### config.mk
export PLATFORM = sky130hd
export DESIGN_NAME = life_array_dumper_flat
export DESIGN_NICKNAME = d
export VERILOG_FILES = /design/src/rtl/life_array_dumper_if.sv /design/src/rtl/life_array_dumper.sv /design/src/flat_wrapper.sv
export SDC_FILE = /design/constraint.sdc
export NUM_CORES = 1
export LEC_CHECK = 0
export CELL_PAD_IN_SITES_DETAIL_PLACEMENT = 1
export CELL_PAD_IN_SITES_GLOBAL_PLACEMENT = 1
export CORE_UTILIZATION = 43
export CTS_CLUSTER_DIAMETER = 120
export DETAILED_ROUTE_END_ITERATION = 10
export MAX_ROUTING_LAYER = met4
export PLACE_DENSITY_LB_ADDON = 0.1
export SLEW_MARGIN = 40
export SYNTH_ARGS = -nofsm -noshare
export SYNTH_HDL_FRONTEND = slang
export SYNTH_SLANG_ARGS = --single-unit
### constraint.sdc
create_clock -name i_clk -period 2.9 [get_ports i_clk]
set_clock_uncertainty 0.2 [all_clocks]
set_input_delay 0.435 -clock i_clk [delete_from_list [all_inputs] [get_ports i_clk]]
set_output_delay 0.435 -clock i_clk [all_outputs]
set_load 0.005 [all_outputs]
### src/rtl/life_array_dumper_if.sv
// Byte-stream valid/ready link between the life array dumper and its sink
// (UART transmitter or debug FIFO).
interface life_array_dumper_if;
    logic [7:0] tx_data;
    logic       tx_valid;
    logic       tx_ready;

    modport master (output tx_data, output tx_valid, input tx_ready);
    modport slave  (input tx_data, input tx_valid, output tx_ready);
endinterface

### src/rtl/life_array_dumper.sv
// Snapshots the 8x8 life array through its quadrant read port and streams it
// as a byte frame. Define LIFE_DUMP_POPCOUNT_EN to append a population count.
//
// state    | meaning
// ---------+-----------------------------------------------------------------
// S_IDLE   | waiting for i_start; read port left alone
// S_SELECT | selector driven to quad r_q, settle, then capture i_valo
// S_SEND   | one bubble cycle, then HEADER + snapshot bytes over tx handshake
module life_array_dumper #(
    parameter int         NUM_QUADS     = 4,
    parameter int         SETTLE_CYCLES = 1,
    parameter logic [7:0] HEADER        = 8'hA5
) (
    input  logic                        i_clk,
    input  logic                        i_rst_n,
    input  logic                        i_start,
    input  logic [15:0]                 i_valo,
    output logic [1:0]                  o_valo_selector,
    output logic                        o_busy,
    output logic                        o_done,
    life_array_dumper_if.master         tx
);

`ifdef LIFE_DUMP_POPCOUNT_EN
    localparam int FRAME_LEN = 2 * NUM_QUADS + 2;
`else
    localparam int FRAME_LEN = 2 * NUM_QUADS + 1;
`endif
    localparam int IDX_W = $clog2(FRAME_LEN);
    localparam logic [IDX_W-1:0] LAST_IDX  = IDX_W'(FRAME_LEN - 1);
    localparam logic [1:0]       LAST_QUAD = 2'(NUM_QUADS - 1);
    localparam logic [2:0]       SETTLE_TC = 3'(SETTLE_CYCLES);

    typedef enum logic [1:0] {
        S_IDLE,
        S_SELECT,
        S_SEND
    } state_t;

    state_t                     r_state;
    logic [1:0]                 r_q;
    logic [2:0]                 r_settle;
    logic [NUM_QUADS-1:0][15:0] r_snap;
    logic [IDX_W-1:0]           r_idx;
    logic [7:0]                 r_tx_data;
    logic                       r_tx_valid;
    logic                       r_busy;
    logic                       r_done;
    logic [1:0]                 r_sel;

    logic [IDX_W-1:0]           w_sel_idx;
    logic [7:0]                 w_byte;

    // Byte to load next: the current index during the bubble, else the one after.
    assign w_sel_idx = r_tx_valid ? (r_idx + 1'b1) : r_idx;

`ifdef LIFE_DUMP_POPCOUNT_EN
    logic [7:0] w_popcount;

    always_comb begin
        w_popcount = '0;
        for (int i = 0; i < NUM_QUADS; i++) begin
            for (int b = 0; b < 16; b++) begin
                w_popcount = w_popcount + {7'd0, r_snap[i][b]};
            end
        end
    end
`endif

    always_comb begin
        w_byte = HEADER;
        for (int i = 0; i < NUM_QUADS; i++) begin
            if (w_sel_idx == IDX_W'(2 * i + 1)) w_byte = r_snap[i][15:8];
            if (w_sel_idx == IDX_W'(2 * i + 2)) w_byte = r_snap[i][7:0];
        end
`ifdef LIFE_DUMP_POPCOUNT_EN
        if (w_sel_idx == IDX_W'(2 * NUM_QUADS + 1)) w_byte = w_popcount;
`endif
    end

    always_ff @(posedge i_clk or negedge i_rst_n) begin
        if (!i_rst_n) begin
            r_state    <= S_IDLE;
            r_q        <= '0;
            r_settle   <= '0;
            r_snap     <= '0;
            r_idx      <= '0;
            r_tx_data  <= '0;
            r_tx_valid <= 1'b0;
            r_busy     <= 1'b0;
            r_done     <= 1'b0;
            r_sel      <= '0;
        end else begin
            r_done <= 1'b0;
            case (r_state)
                S_IDLE: begin
                    if (i_start) begin
                        r_state  <= S_SELECT;
                        r_q      <= '0;
                        r_settle <= '0;
                        r_sel    <= '0;
                        r_idx    <= '0;
                        r_busy   <= 1'b1;
                    end
                end
                S_SELECT: begin
                    if (r_settle == SETTLE_TC) begin
                        r_snap[r_q] <= i_valo;
                        if (r_q == LAST_QUAD) begin
                            r_state <= S_SEND;
                        end else begin
                            r_q      <= r_q + 2'd1;
                            r_sel    <= r_q + 2'd1;
                            r_settle <= '0;
                        end
                    end else begin
                        r_settle <= r_settle + 3'd1;
                    end
                end
                S_SEND: begin
                    if (!r_tx_valid) begin
                        r_tx_valid <= 1'b1;
                        r_tx_data  <= w_byte;
                    end else if (tx.tx_ready) begin
                        if (r_idx == LAST_IDX) begin
                            r_tx_valid <= 1'b0;
                            r_done     <= 1'b1;
                            r_busy     <= 1'b0;
                            r_state    <= S_IDLE;
                        end else begin
                            r_idx     <= r_idx + 1'b1;
                            r_tx_data <= w_byte;
                        end
                    end
                end
                default: r_state <= S_IDLE;
            endcase
        end
    end

    assign o_valo_selector = r_sel;
    assign o_busy          = r_busy;
    assign o_done          = r_done;
    assign tx.tx_data      = r_tx_data;
    assign tx.tx_valid     = r_tx_valid;

endmodule

### src/flat_wrapper.sv
// flat-port wrapper written by rule: the top's interface ports become plain ports
module life_array_dumper_flat 
#(
    parameter int         NUM_QUADS     = 4,
    parameter int         SETTLE_CYCLES = 1,
    parameter logic [7:0] HEADER        = 8'hA5
)
  (i_clk, i_rst_n, i_start, i_valo, o_valo_selector, o_busy, o_done, tx_tx_data, tx_tx_valid, tx_tx_ready);
  life_array_dumper_if tx_i ();
  input  logic i_clk;
  input  logic i_rst_n;
  input  logic i_start;
  input  logic [15:0] i_valo;
  output logic [1:0] o_valo_selector;
  output logic o_busy;
  output logic o_done;
  output wire logic [$bits(tx_i.tx_data)-1:0] tx_tx_data;
  output wire logic [$bits(tx_i.tx_valid)-1:0] tx_tx_valid;
  input wire logic [$bits(tx_i.tx_ready)-1:0] tx_tx_ready;
  assign tx_tx_data = tx_i.tx_data;
  assign tx_tx_valid = tx_i.tx_valid;
  assign tx_i.tx_ready = tx_tx_ready;
  life_array_dumper #(.NUM_QUADS(NUM_QUADS), .SETTLE_CYCLES(SETTLE_CYCLES), .HEADER(HEADER)) u_core (.i_clk(i_clk), .i_rst_n(i_rst_n), .i_start(i_start), .i_valo(i_valo), .o_valo_selector(o_valo_selector), .o_busy(o_busy), .o_done(o_done), .tx(tx_i));
endmodule
==> run summary <==
During I/O placement, the number of pins put on the boundary was 33. Setup repair after global routing left no endpoint under its margin. Global routing consumed, on the met2 layer, 36.60% of the routing resources.

The run gives 3,098 as the detailed-route via count. The finished cells cover 0.005037 sq mm. The H-tree was split into 3 levels. Synthesis produced a netlist with a net count of 392. The post-route netlist has 27.18% of its cells at a drive strength greater than 1. The count of buffers added by post-CTS timing repair for setup is 0.

The most common library cell in the layout ignoring fill and taps was sky130_fd_sc_hd__dfrtp_1. Adding up every negative setup slack in the final design gives 0 ns. After detailed routing, the number of remaining DRC violations is 0. The max-capacitance violation count was 0; the number of flip-flops and latches in the synthesized netlist was 86.

The first TritonRoute pass finished after 4 iterations. The tools report the die area as 0.01043 sq mm. Time the worst path needs with I/O delays and setup: 2.665 ns. For this run, the total global-route usage over all layers was measured as 23.23%.

The die span in x works out to 102.1 um. The HPWL reported at the end of detailed placement is 7466 um. Data arrives at the worst endpoint at 2.71 ns. Global routing consumed, on the met3 layer, 3.557% of the routing resources. The number of max-slew violations in the final report is 0. The critical path start-end classification is reg -> reg. The worst path uses 91.89% of the clock period. The final antenna diode count is 0. The netlist uses 56 different library cells. The aggregate global routing overflow was 0; the number of nets with antenna violations after detailed routing was 0.

The synthesized design contains 0 enable-type register cells. The filler cell count is 1,024, and the post-cts resize count is 0. Dividing the detail-routed via count by the number of cells gives 5.684. The type of origin of the critical path is a flip-flop. The flow ran to the end, and the final reports show no timing, DRC or antenna violations. For this run, the register share of the synthesized area comes to 49.93%. The quantity of I/O buffers inserted on ports was 32; the total power divided by cell area was 972.6 mW/mm^2. In the synthesized netlist the dominant register cell turns out to be sky130_fd_sc_hd__dfrtp_1. The floorplan has 36 rows. The clock net sink count was 86; the average wire length per cell after detail routing was 19.83 um.

The logs give 375.3 MHz for the timing-limited maximum frequency and 0.004310 sq mm for the netlist area before placement. The Yosys step of the flow raised 0 warnings. The worst setup path is captured at a flip-flop. Clock-pin slew was measured on the worst setup and hold paths at 0.09 ns.

The global routing met1 resource utilization is 30.09%, and the normalized max-slew margin is 55.62%. The area added between synthesis and finish came out at 16.86%. The logs give 0.8025 for the global placer's final weighted congestion and 44.30% for the initial core utilization. The slew at the pin with the worst max-slew slack was 0.6658 ns; the chip height was 102.1 um. The tools report the worst setup slack for register-to-register paths as 0.24 ns. Data on the critical path is required at its endpoint by 2.94 ns.

The core region is 0.009729 sq mm. met2 is the most crowded layer. The later pin in the worst-skew pair is clocked with a latency of 0.36 ns. The global-route wire length before repair was 17,420 um.

The analysis attributes to cell leakage a power of 2.082 nW. The cell chosen for the clock root is sky130_fd_sc_hd__clkbuf_8. The worst hold path belongs to the class reg -> reg. In this run the mean area of a mapped cell was 11.78 sq um.

In the layout the commonest cells are 86 x sky130_fd_sc_hd__dfrtp_1, 70 x sky130_fd_sc_hd__mux2_2, 31 x sky130_fd_sc_hd__clkdlybuf4s50_1. The instance count of the mapped netlist was 366; the number of antenna violations at the first check in global routing was 0. The logs give 0 for the setup-violating endpoint count in the final report and 9 for the number of CTS-inserted buffers. VDD sags by at most 0.0004833 V. Number of buffers inserted by hold repair at cts: 1.

The final layout contains 434 nets. The longest clock path from root to sink contains 2 buffers. For the wire length after detailed routing, the log shows 10,810 um.

The number of hold violations in the final report was 0. In this run the cell area measured after placement is 0.004830 sq mm. The tools report the number of DRC markers in iteration 0 as 114.

The run gives 50 as the pin count of the biggest net entering global routing. The maximum fanout encountered on the critical timing path is 15. TritonCTS built the clock tree. In the synthesized netlist the async set-or-reset flop fraction comes to 100.0%.

The tools report the number of global-route vias before repair as 3,225.
-- synth_stat cells, drive strengths merged (5+ instances only) --
| master | instances | area, sq um |
|---|---|---|
| a21oi | 17 | 88.84 |
| a221o | 5 | 50.05 |
| a22o | 5 | 43.79 |
| buf | 15 | 90.09 |
| dfrtp | 86 | 2152 |
| ha | 6 | 75.07 |
| inv | 7 | 26.28 |
| mux2 | 71 | 803.3 |
| mux2i | 7 | 70.07 |
| nand2 | 28 | 105.1 |
| nand2b | 7 | 43.79 |
| nor2 | 18 | 67.56 |
| nor2b | 9 | 56.30 |
| nor3 | 5 | 25.02 |
| o21ai | 12 | 60.05 |
| o22ai | 5 | 31.28 |
| o2bb2ai | 5 | 43.79 |
-- logic make-up (layout without fill, tap and decap cells) --
| kind of cell | Yosys count | count (layout) | synth area share (%) |
|---|---|---|---|
| mux | 79 | 79 | 20.78 |
| fa+ha+maj | 6 | 6 | 1.742 |
| simple gates | 85 | 85 | 10.16 |
| xor+xnor | 2 | 2 | 0.5807 |
| compound gates | 82 | 82 | 13.76 |
| flops | 86 | 86 | 49.93 |
| buf+inv | 26 | 72 | 3.048 |
-- registers in the layout, summed over array words and instances (netlist names) --
register / cells
u_core.r_snap: 64
u_core.tx.tx_data: 8
u_core.r_idx: 4
u_core.r_settle: 3
u_core.r_q: 2
u_core.r_state: 2
u_core.o_busy: 1
u_core.o_done: 1
u_core.tx.tx_valid: 1
-- final cells by class --
cell class | instances | area, sq um | area share (%)
Clock buffer | 10 | 137.6 | 2.732
Clock inverter | 5 | 60.06 | 1.192
Timing Repair Buffer | 50 | 467.9 | 9.290
Inverter | 7 | 26.28 | 0.5216
Tap cell | 133 | 166.4 | 3.304
Multi-Input combinational cell | 254 | 2027 | 40.24
Sequential cell | 86 | 2152 | 42.72
-- report_power, final --
part           total, mW  switching, mW  internal [mW]
clock network      0.859          0.441          0.419
logic               1.89          0.831           1.05
registers           2.15          0.409           1.75
-- worst paths after layout --
kind,from,endpoint,depth (start not counted)
max,u_core.r_idx[0]$_DFFE_PN0P_,u_core.tx.tx_data[5]$_DFFE_PN0P_,7
min,u_core.tx.tx_data[6]$_DFFE_PN0P_,u_core.tx.tx_data[6]$_DFFE_PN0P_,2
max reg2reg,u_core.r_idx[0]$_DFFE_PN0P_,u_core.tx.tx_data[5]$_DFFE_PN0P_,7
min reg2reg,u_core.tx.tx_data[6]$_DFFE_PN0P_,u_core.tx.tx_data[6]$_DFFE_PN0P_,2
max in group asynchronous,i_rst_n,u_core.r_snap[58]$_DFFE_PN0P_,3
min in group asynchronous,i_rst_n,u_core.r_snap[8]$_DFFE_PN0P_,2
-- worst max-delay path: stages (launching register included) --
cell,delay [ns]
sky130_fd_sc_hd__dfrtp_1,0.44
sky130_fd_sc_hd__inv_1,0.11
sky130_fd_sc_hd__ha_1,0.32
sky130_fd_sc_hd__mux2_4,0.37
sky130_fd_sc_hd__and2_4,0.23
sky130_fd_sc_hd__a221o_1,0.37
sky130_fd_sc_hd__a221o_1,0.34
sky130_fd_sc_hd__a22o_1,0.18
-- metrics by stage --
stage,util [%],total power [mW],hold slack (ns),setup WS (ns),std cells
final,51.77,4.899,0.3011,0.2352,545
after global routing,51.77,5.233,0.3113,0.1473,545
after CTS,51.77,4.937,0.3058,0.2554,545
after detailed placement,49.64,4.060,0.2876,0.2835,529
after global placement,49.64,3.968,0.2790,0.3686,529
after floorplan,-,3.424,-0.06059,0.02989,366
-- per-layer routing --
metal | wire, um | vias up
met4 | 230 | 0
met2 | 5195 | 44
li1 | - | 1437
met3 | 306 | 17
met5 | 0 | -
met1 | 5072 | 1600
Note: power is estimated with default switching activity, not from simulation.
